File: config.mk
export PLATFORM = sky130hd
export DESIGN_NAME = trap_controller
export DESIGN_NICKNAME = d
export VERILOG_FILES = /design/src/rtl/trap_controller.sv
export SDC_FILE = /design/constraint.sdc
export NUM_CORES = 1
export LEC_CHECK = 0
export ABC_AREA = 0
export BUFFER_PORTS_ARGS = -buffer_cell sky130_fd_sc_hd__buf_2
export CAP_MARGIN = 10
export CORE_UTILIZATION = 56
export DETAILED_ROUTE_END_ITERATION = 7
export GPL_TIMING_DRIVEN = 0
export PLACE_DENSITY = 0.78
export SYNTH_ARGS = -nofsm -noshare
export SYNTH_HDL_FRONTEND = slang
export SYNTH_SLANG_ARGS = --single-unit
File: constraint.sdc
create_clock -name clk_i -period 4.2 [get_ports clk_i]
set_input_delay 0.21 -clock clk_i [delete_from_list [all_inputs] [get_ports clk_i]]
set_output_delay 0.21 -clock clk_i [all_outputs]
set_load 0.02 [all_outputs]
File: src/rtl/trap_controller.sv
// Machine-mode trap/CSR unit: selects one trap or mret per event, updates the
// trap CSRs and steers fetch through a valid/ready redirect handshake.
module trap_controller #(
  parameter logic [31:0] RESET_MTVEC = 32'h0000_0100
) (
  input  logic        clk_i,
  input  logic        rst_i,
  input  logic        exception_valid_i,
  input  logic [3:0]  exception_cause_i,
  input  logic [31:0] exception_tval_i,
  input  logic [31:0] commit_pc_i,
  input  logic        commit_valid_i,
  input  logic        mret_i,
  input  logic        irq_software_i,
  input  logic        irq_timer_i,
  input  logic        irq_external_i,
  input  logic [11:0] csr_addr_i,
  input  logic        csr_we_i,
  input  logic [31:0] csr_wdata_i,
  output logic [31:0] csr_rdata_o,
  output logic        redirect_valid_o,
  output logic [31:0] redirect_pc_o,
  input  logic        redirect_ready_i,
  output logic        flush_o,
  output logic        stall_o,
  output logic        trap_taken_o
);

  localparam int unsigned XLEN    = 32;
  localparam int unsigned CAUSE_W = 4;

  localparam logic [11:0] ADDR_MSTATUS  = 12'h300;
  localparam logic [11:0] ADDR_MIE      = 12'h304;
  localparam logic [11:0] ADDR_MTVEC    = 12'h305;
  localparam logic [11:0] ADDR_MSCRATCH = 12'h340;
  localparam logic [11:0] ADDR_MEPC     = 12'h341;
  localparam logic [11:0] ADDR_MCAUSE   = 12'h342;
  localparam logic [11:0] ADDR_MTVAL    = 12'h343;
  localparam logic [11:0] ADDR_MIP      = 12'h344;

  localparam logic [XLEN-1:0] MIE_MASK   = 32'h0000_0888;
  localparam logic [XLEN-1:0] ALIGN_MASK = 32'hFFFF_FFFC;

  typedef enum logic {IDLE, REDIRECT} state_t;

  state_t              state_q, state_d;
  logic                mstatus_mie_q, mstatus_mpie_q;
  logic [XLEN-1:0]     mie_q, mtvec_q, mscratch_q, mepc_q, mcause_q, mtval_q;

  logic [XLEN-1:0]     mip_c, irq_pend_c, base_c, target_c;
  logic [CAUSE_W-1:0]  irq_code_c;
  logic                irq_any_c;
  logic                take_exc_c, take_irq_c, take_mret_c;

  // Live interrupt lines and the enabled, pending subset with fixed priority.
  always_comb begin
    mip_c       = '0;
    mip_c[3]    = irq_software_i;
    mip_c[7]    = irq_timer_i;
    mip_c[11]   = irq_external_i;
    irq_pend_c  = mie_q & mip_c & {XLEN{mstatus_mie_q & commit_valid_i}};
    irq_any_c   = |irq_pend_c;
    irq_code_c  = '0;
    if (irq_pend_c[11])     irq_code_c = 4'd11;
    else if (irq_pend_c[3]) irq_code_c = 4'd3;
    else if (irq_pend_c[7]) irq_code_c = 4'd7;
  end

  assign base_c = {mtvec_q[31:2], 2'b00};

  // Next-state and event selection; exception beats interrupt beats mret.
  always_comb begin
    state_d     = state_q;
    take_exc_c  = 1'b0;
    take_irq_c  = 1'b0;
    take_mret_c = 1'b0;
    target_c    = redirect_pc_o;
    case (state_q)
      IDLE: begin
        if (exception_valid_i) begin
          take_exc_c = 1'b1;
          target_c   = base_c;
          state_d    = REDIRECT;
        end else if (irq_any_c) begin
          take_irq_c = 1'b1;
          target_c   = (mtvec_q[1:0] == 2'd1)
                       ? base_c + {26'b0, irq_code_c, 2'b00} : base_c;
          state_d    = REDIRECT;
        end else if (mret_i) begin
          take_mret_c = 1'b1;
          target_c    = mepc_q;
          state_d     = REDIRECT;
        end
      end
      REDIRECT: begin
        if (redirect_ready_i) state_d = IDLE;
      end
      default: state_d = IDLE;
    endcase
  end

  // State, registered outputs and CSR file; event updates are applied after
  // software writes so they take precedence on a same-cycle collision.
  always_ff @(posedge clk_i) begin
    if (rst_i) begin
      state_q          <= IDLE;
      redirect_valid_o <= 1'b0;
      redirect_pc_o    <= '0;
      flush_o          <= 1'b0;
      stall_o          <= 1'b0;
      trap_taken_o     <= 1'b0;
      mstatus_mie_q    <= 1'b0;
      mstatus_mpie_q   <= 1'b0;
      mie_q            <= '0;
      mtvec_q          <= RESET_MTVEC;
      mscratch_q       <= '0;
      mepc_q           <= '0;
      mcause_q         <= '0;
      mtval_q          <= '0;
    end else begin
      state_q          <= state_d;
      redirect_valid_o <= (state_d == REDIRECT);
      flush_o          <= (state_d == REDIRECT);
      stall_o          <= (state_d == REDIRECT);
      trap_taken_o     <= take_exc_c | take_irq_c;
      if (take_exc_c | take_irq_c | take_mret_c) redirect_pc_o <= target_c;

      if (csr_we_i) begin
        case (csr_addr_i)
          ADDR_MSTATUS: begin
            mstatus_mie_q  <= csr_wdata_i[3];
            mstatus_mpie_q <= csr_wdata_i[7];
          end
          ADDR_MIE:      mie_q      <= csr_wdata_i & MIE_MASK;
          ADDR_MTVEC:    mtvec_q    <= {csr_wdata_i[31:2],
                                        (csr_wdata_i[1] ? 2'b00 : csr_wdata_i[1:0])};
          ADDR_MSCRATCH: mscratch_q <= csr_wdata_i;
          ADDR_MEPC:     mepc_q     <= csr_wdata_i & ALIGN_MASK;
          ADDR_MCAUSE:   mcause_q   <= csr_wdata_i;
          ADDR_MTVAL:    mtval_q    <= csr_wdata_i;
          default: ;
        endcase
      end

      if (take_exc_c | take_irq_c) begin
        mepc_q         <= commit_pc_i & ALIGN_MASK;
        mcause_q       <= take_exc_c ? {1'b0, 27'b0, exception_cause_i}
                                     : {1'b1, 27'b0, irq_code_c};
        mtval_q        <= take_exc_c ? exception_tval_i : '0;
        mstatus_mpie_q <= mstatus_mie_q;
        mstatus_mie_q  <= 1'b0;
      end else if (take_mret_c) begin
        mstatus_mie_q  <= mstatus_mpie_q;
        mstatus_mpie_q <= 1'b1;
      end
    end
  end

  // Combinational CSR read port.
  always_comb begin
    csr_rdata_o = '0;
    case (csr_addr_i)
      ADDR_MSTATUS: begin
        csr_rdata_o[12:11] = 2'b11;
        csr_rdata_o[7]     = mstatus_mpie_q;
        csr_rdata_o[3]     = mstatus_mie_q;
      end
      ADDR_MIE:      csr_rdata_o = mie_q;
      ADDR_MTVEC:    csr_rdata_o = mtvec_q;
      ADDR_MSCRATCH: csr_rdata_o = mscratch_q;
      ADDR_MEPC:     csr_rdata_o = mepc_q;
      ADDR_MCAUSE:   csr_rdata_o = mcause_q;
      ADDR_MTVAL:    csr_rdata_o = mtval_q;
      ADDR_MIP:      csr_rdata_o = mip_c;
      default:       csr_rdata_o = '0;
    endcase
  end

endmodule

==> out/metrics.cfg <==
[outcome]
outcome = finished, final reports clean

[timing]
period_share_pct = 93.1
hold_viol = 0
setup_viol = 0
fin_crit_ns = 3.91
relSlewSlack_pct = 33.6
worst_pin_slew_ns = 0.992
rsz0062_at_grt = false
slew_violations = 0
fmax_mhz = 256
skew_ns = 0.0137
whs_ns = 0.000220
final.setup.tns_ns = 0
layout_setup_ws_ns = 0.290

[power_and_ir_drop]
pwr-share-seq_pct = 47.5
clkPwrFrac_pct = 40.2
switching_power_mw = 1.26
switching_share_pct = 30.3
p_leak_nw = 4.44
power_density_nw_per_um2 = 357
internal-power_mw = 2.90
ir_drop_mv = 0.319
power_mw = 4.15
p_comb_share_pct = 12.2

[grt]
grt_usage_pct = 43.0
gr-usage-met2_pct = 65.9
met1_usage_pct = 56.7
antenna_found_initial = 0
grt_max_degree = 22
grt-ovfl-total = 0
met3_usage_pct = 9.67
grt_busiest_layer = met2
grt_pass1_wl_um = 58200
grt_pass1_vias = 10200

[floorplanning]
boundaryPins = 190
core_area_um2 = 16800
die_height_um = 134
row_count = 47
design.die.area_um2 = 17900
initial_core_util_pct = 57.9
die_x_um = 134

[placed_design]
gp_congestion = 0.954
io_buffers = 185
dpl.hpwl_um = 29100
place_ws_ns = 0.0392

[critical_path]
startpoint_type = flip-flop
path_max_fanout = 11
required_ns = 4.57
setup.worst_path.end_class = flip-flop
cp_data_arrival_time_ns = 4.28
criticalPathCategory = reg -> reg

[clock_network]
cts_setup_buffers = 0
cts.sinks = 194
cts_htree_levels = 4
cts_tree = yes
insertion_delay_ns = 0.45
cts_buffers = 17
cts_buffer_depth = 2
clock-root-buffer = clkbuf_16
clk_pin_slew_ns = 0.08

[synth]
synth_area_leaders = dfxtp_1 40%, nand2_1 12%, a21oi_1 6.5%
synth_edf_count = 0
synth_top_area_share_pct = 40.0
syn_avg_cell_area_um2 = 7.41
netlist_instances = 1309
yosys.area.top_type = dfxtp_1
synth_cell_types = 68
ys_ff_latch = 194
syn_area_um2 = 9700
yosysWarnings = 0
async_reset_ff_share_pct = 0
synth_common_cells = 323 x nand2_1, 194 x dfxtp_1, 126 x a21oi_1
synth.most_common_cell = nand2_1
ys_seq_area_share_pct = 40.0
synthFlopType = dfxtp_1

[detailed_routing]
drc = 0
ant_nets = 0
vias_per_cell = 6.40
drtIter0Drc = 1465
wl_per_cell_um = 21.9
wl_um = 38500
first_pass_iters = 7
via_count = 11200

[cells_and_area]
area_growth_pct = 19.8
drive_gt1_share_pct = 17.4
fill_cells = 1440
diodes = 0
seq_area_um2 = 3880
final_nets = 1651
multi_input_area_um2 = 5290

[worst_hold_path]
hold_path_class = in -> reg

[flow_run]
cap_violations = 0

[registers in the layout (all words and copies together), names as in the netlist]
| signal | cells |
|---|---|
| mcause_q | 32 |
| mscratch_q | 32 |
| mtval_q | 32 |
| mtvec_q | 31 |
| mepc_q | 30 |
| redirect_pc_o | 30 |
| mie_q | 3 |
| mstatus_mie_q | 1 |
| mstatus_mpie_q | 1 |
| state_q | 1 |
| trap_taken_o | 1 |
[worst paths after layout]
| check | from | end | slack, ns | cells after the start |
|---|---|---|---|---|
| max reg2reg | mstatus_mie_q$_SDFFE_PP0P_ | redirect_pc_o[18]$_SDFFE_PP0P_ | 0.29 | 13 |
| min reg2reg | redirect_pc_o[22]$_SDFFE_PP0P_ | redirect_pc_o[22]$_SDFFE_PP0P_ | 0.45 | 2 |
| min | exception_tval_i[17] | mtval_q[17]$_SDFFE_PP0P_ | 0.0002 | 3 |
| max | mstatus_mie_q$_SDFFE_PP0P_ | redirect_pc_o[18]$_SDFFE_PP0P_ | 0.29 | 13 |
[per-layer routing]
metal | up-vias | wire [um]
met2 | 861 | 16700
met3 | 154 | 5070
met5 | - | 0
li1 | 5111 | -
met1 | 5119 | 14800
met4 | 0 | 1840
[final cells by class]
type,count,area share [%]
Clock buffer,17,3.66
Inverter,12,0.388
Buffer,116,4.26
Tap cell,220,2.37
Sequential cell,194,33.4
Clock inverter,15,1.57
Timing Repair Buffer,195,8.83
Multi-Input combinational cell,988,45.5
[cells by family after synthesis]
family                   after synthesis  synth area share (%)
multiplexers                           4                 0.425
other                                  1                0.0386
buffers and inverters                128                  5.56
AO/OA/AOI/OAI                        377                  25.7
adder cells (fa/ha/maj)                5                 0.722
XOR/XNOR                               3                 0.271
AND/OR/NAND/NOR                      597                  27.2
flip-flops                           194                  40.0
[power by group through the flow]
stage	clock network (mW)	registers, mW	logic (mW)
finish	1.67	1.97	0.509
global route	1.74	1.98	0.546
CTS	1.66	1.97	0.493
detailed placement	0	2.01	0.485
global placement	0	2.01	0.480
floorplan	0	2.02	0.245
[what timing repair did]
item,in CTS,in global routing
gates resized for setup,0,3
hold endpoints to repair,10,0
setup endpoints to repair,0,7
hold buffers,10,0
[layout by cell type, fill, tap and decap left out, drive strengths merged, types with 4 or more instances in the layout]
cell type,instances
o22ai,6
a311oi,36
and3,9
dfxtp,194
ha,4
clkbuf,101
a222oi,5
inv,19
nand3,74
o32ai,4
nand2,324
a211oi,43
a22oi,56
nand4,15
a221oi,5
nor4,5
and2,4
a41oi,5
a31oi,4
o211ai,8
a21oi,127
nor3,19
and4,4
o221ai,7
nor2,118
dlygate4sd3,10
nand2b,9
buf,217
clkinv,8
o21ai,49
[worst max-delay path: stages, from the launching register on]
cell and delay (ns):
dfxtp_1 0.46, nand2_1 0.19, nor2_2 0.35, clkbuf_2 0.37
ha_1 0.23, inv_1 0.05, fa_1 0.39, nand2b_1 0.19
a21oi_1 0.44, clkbuf_1 0.49, nand4_1 0.15, a21oi_1 0.19
o221ai_1 0.15, a21oi_1 0.17
[through the flow]
step	util (%)	instances	area [um2]
after floorplan	-	1310	9710
after global placement	65.1	1715	10900
after detailed placement	65.1	1715	10900
after CTS	69.3	1757	11600
after global routing	69.3	1757	11600
final	69.3	1757	11600
(Power assumes the default switching activity.)
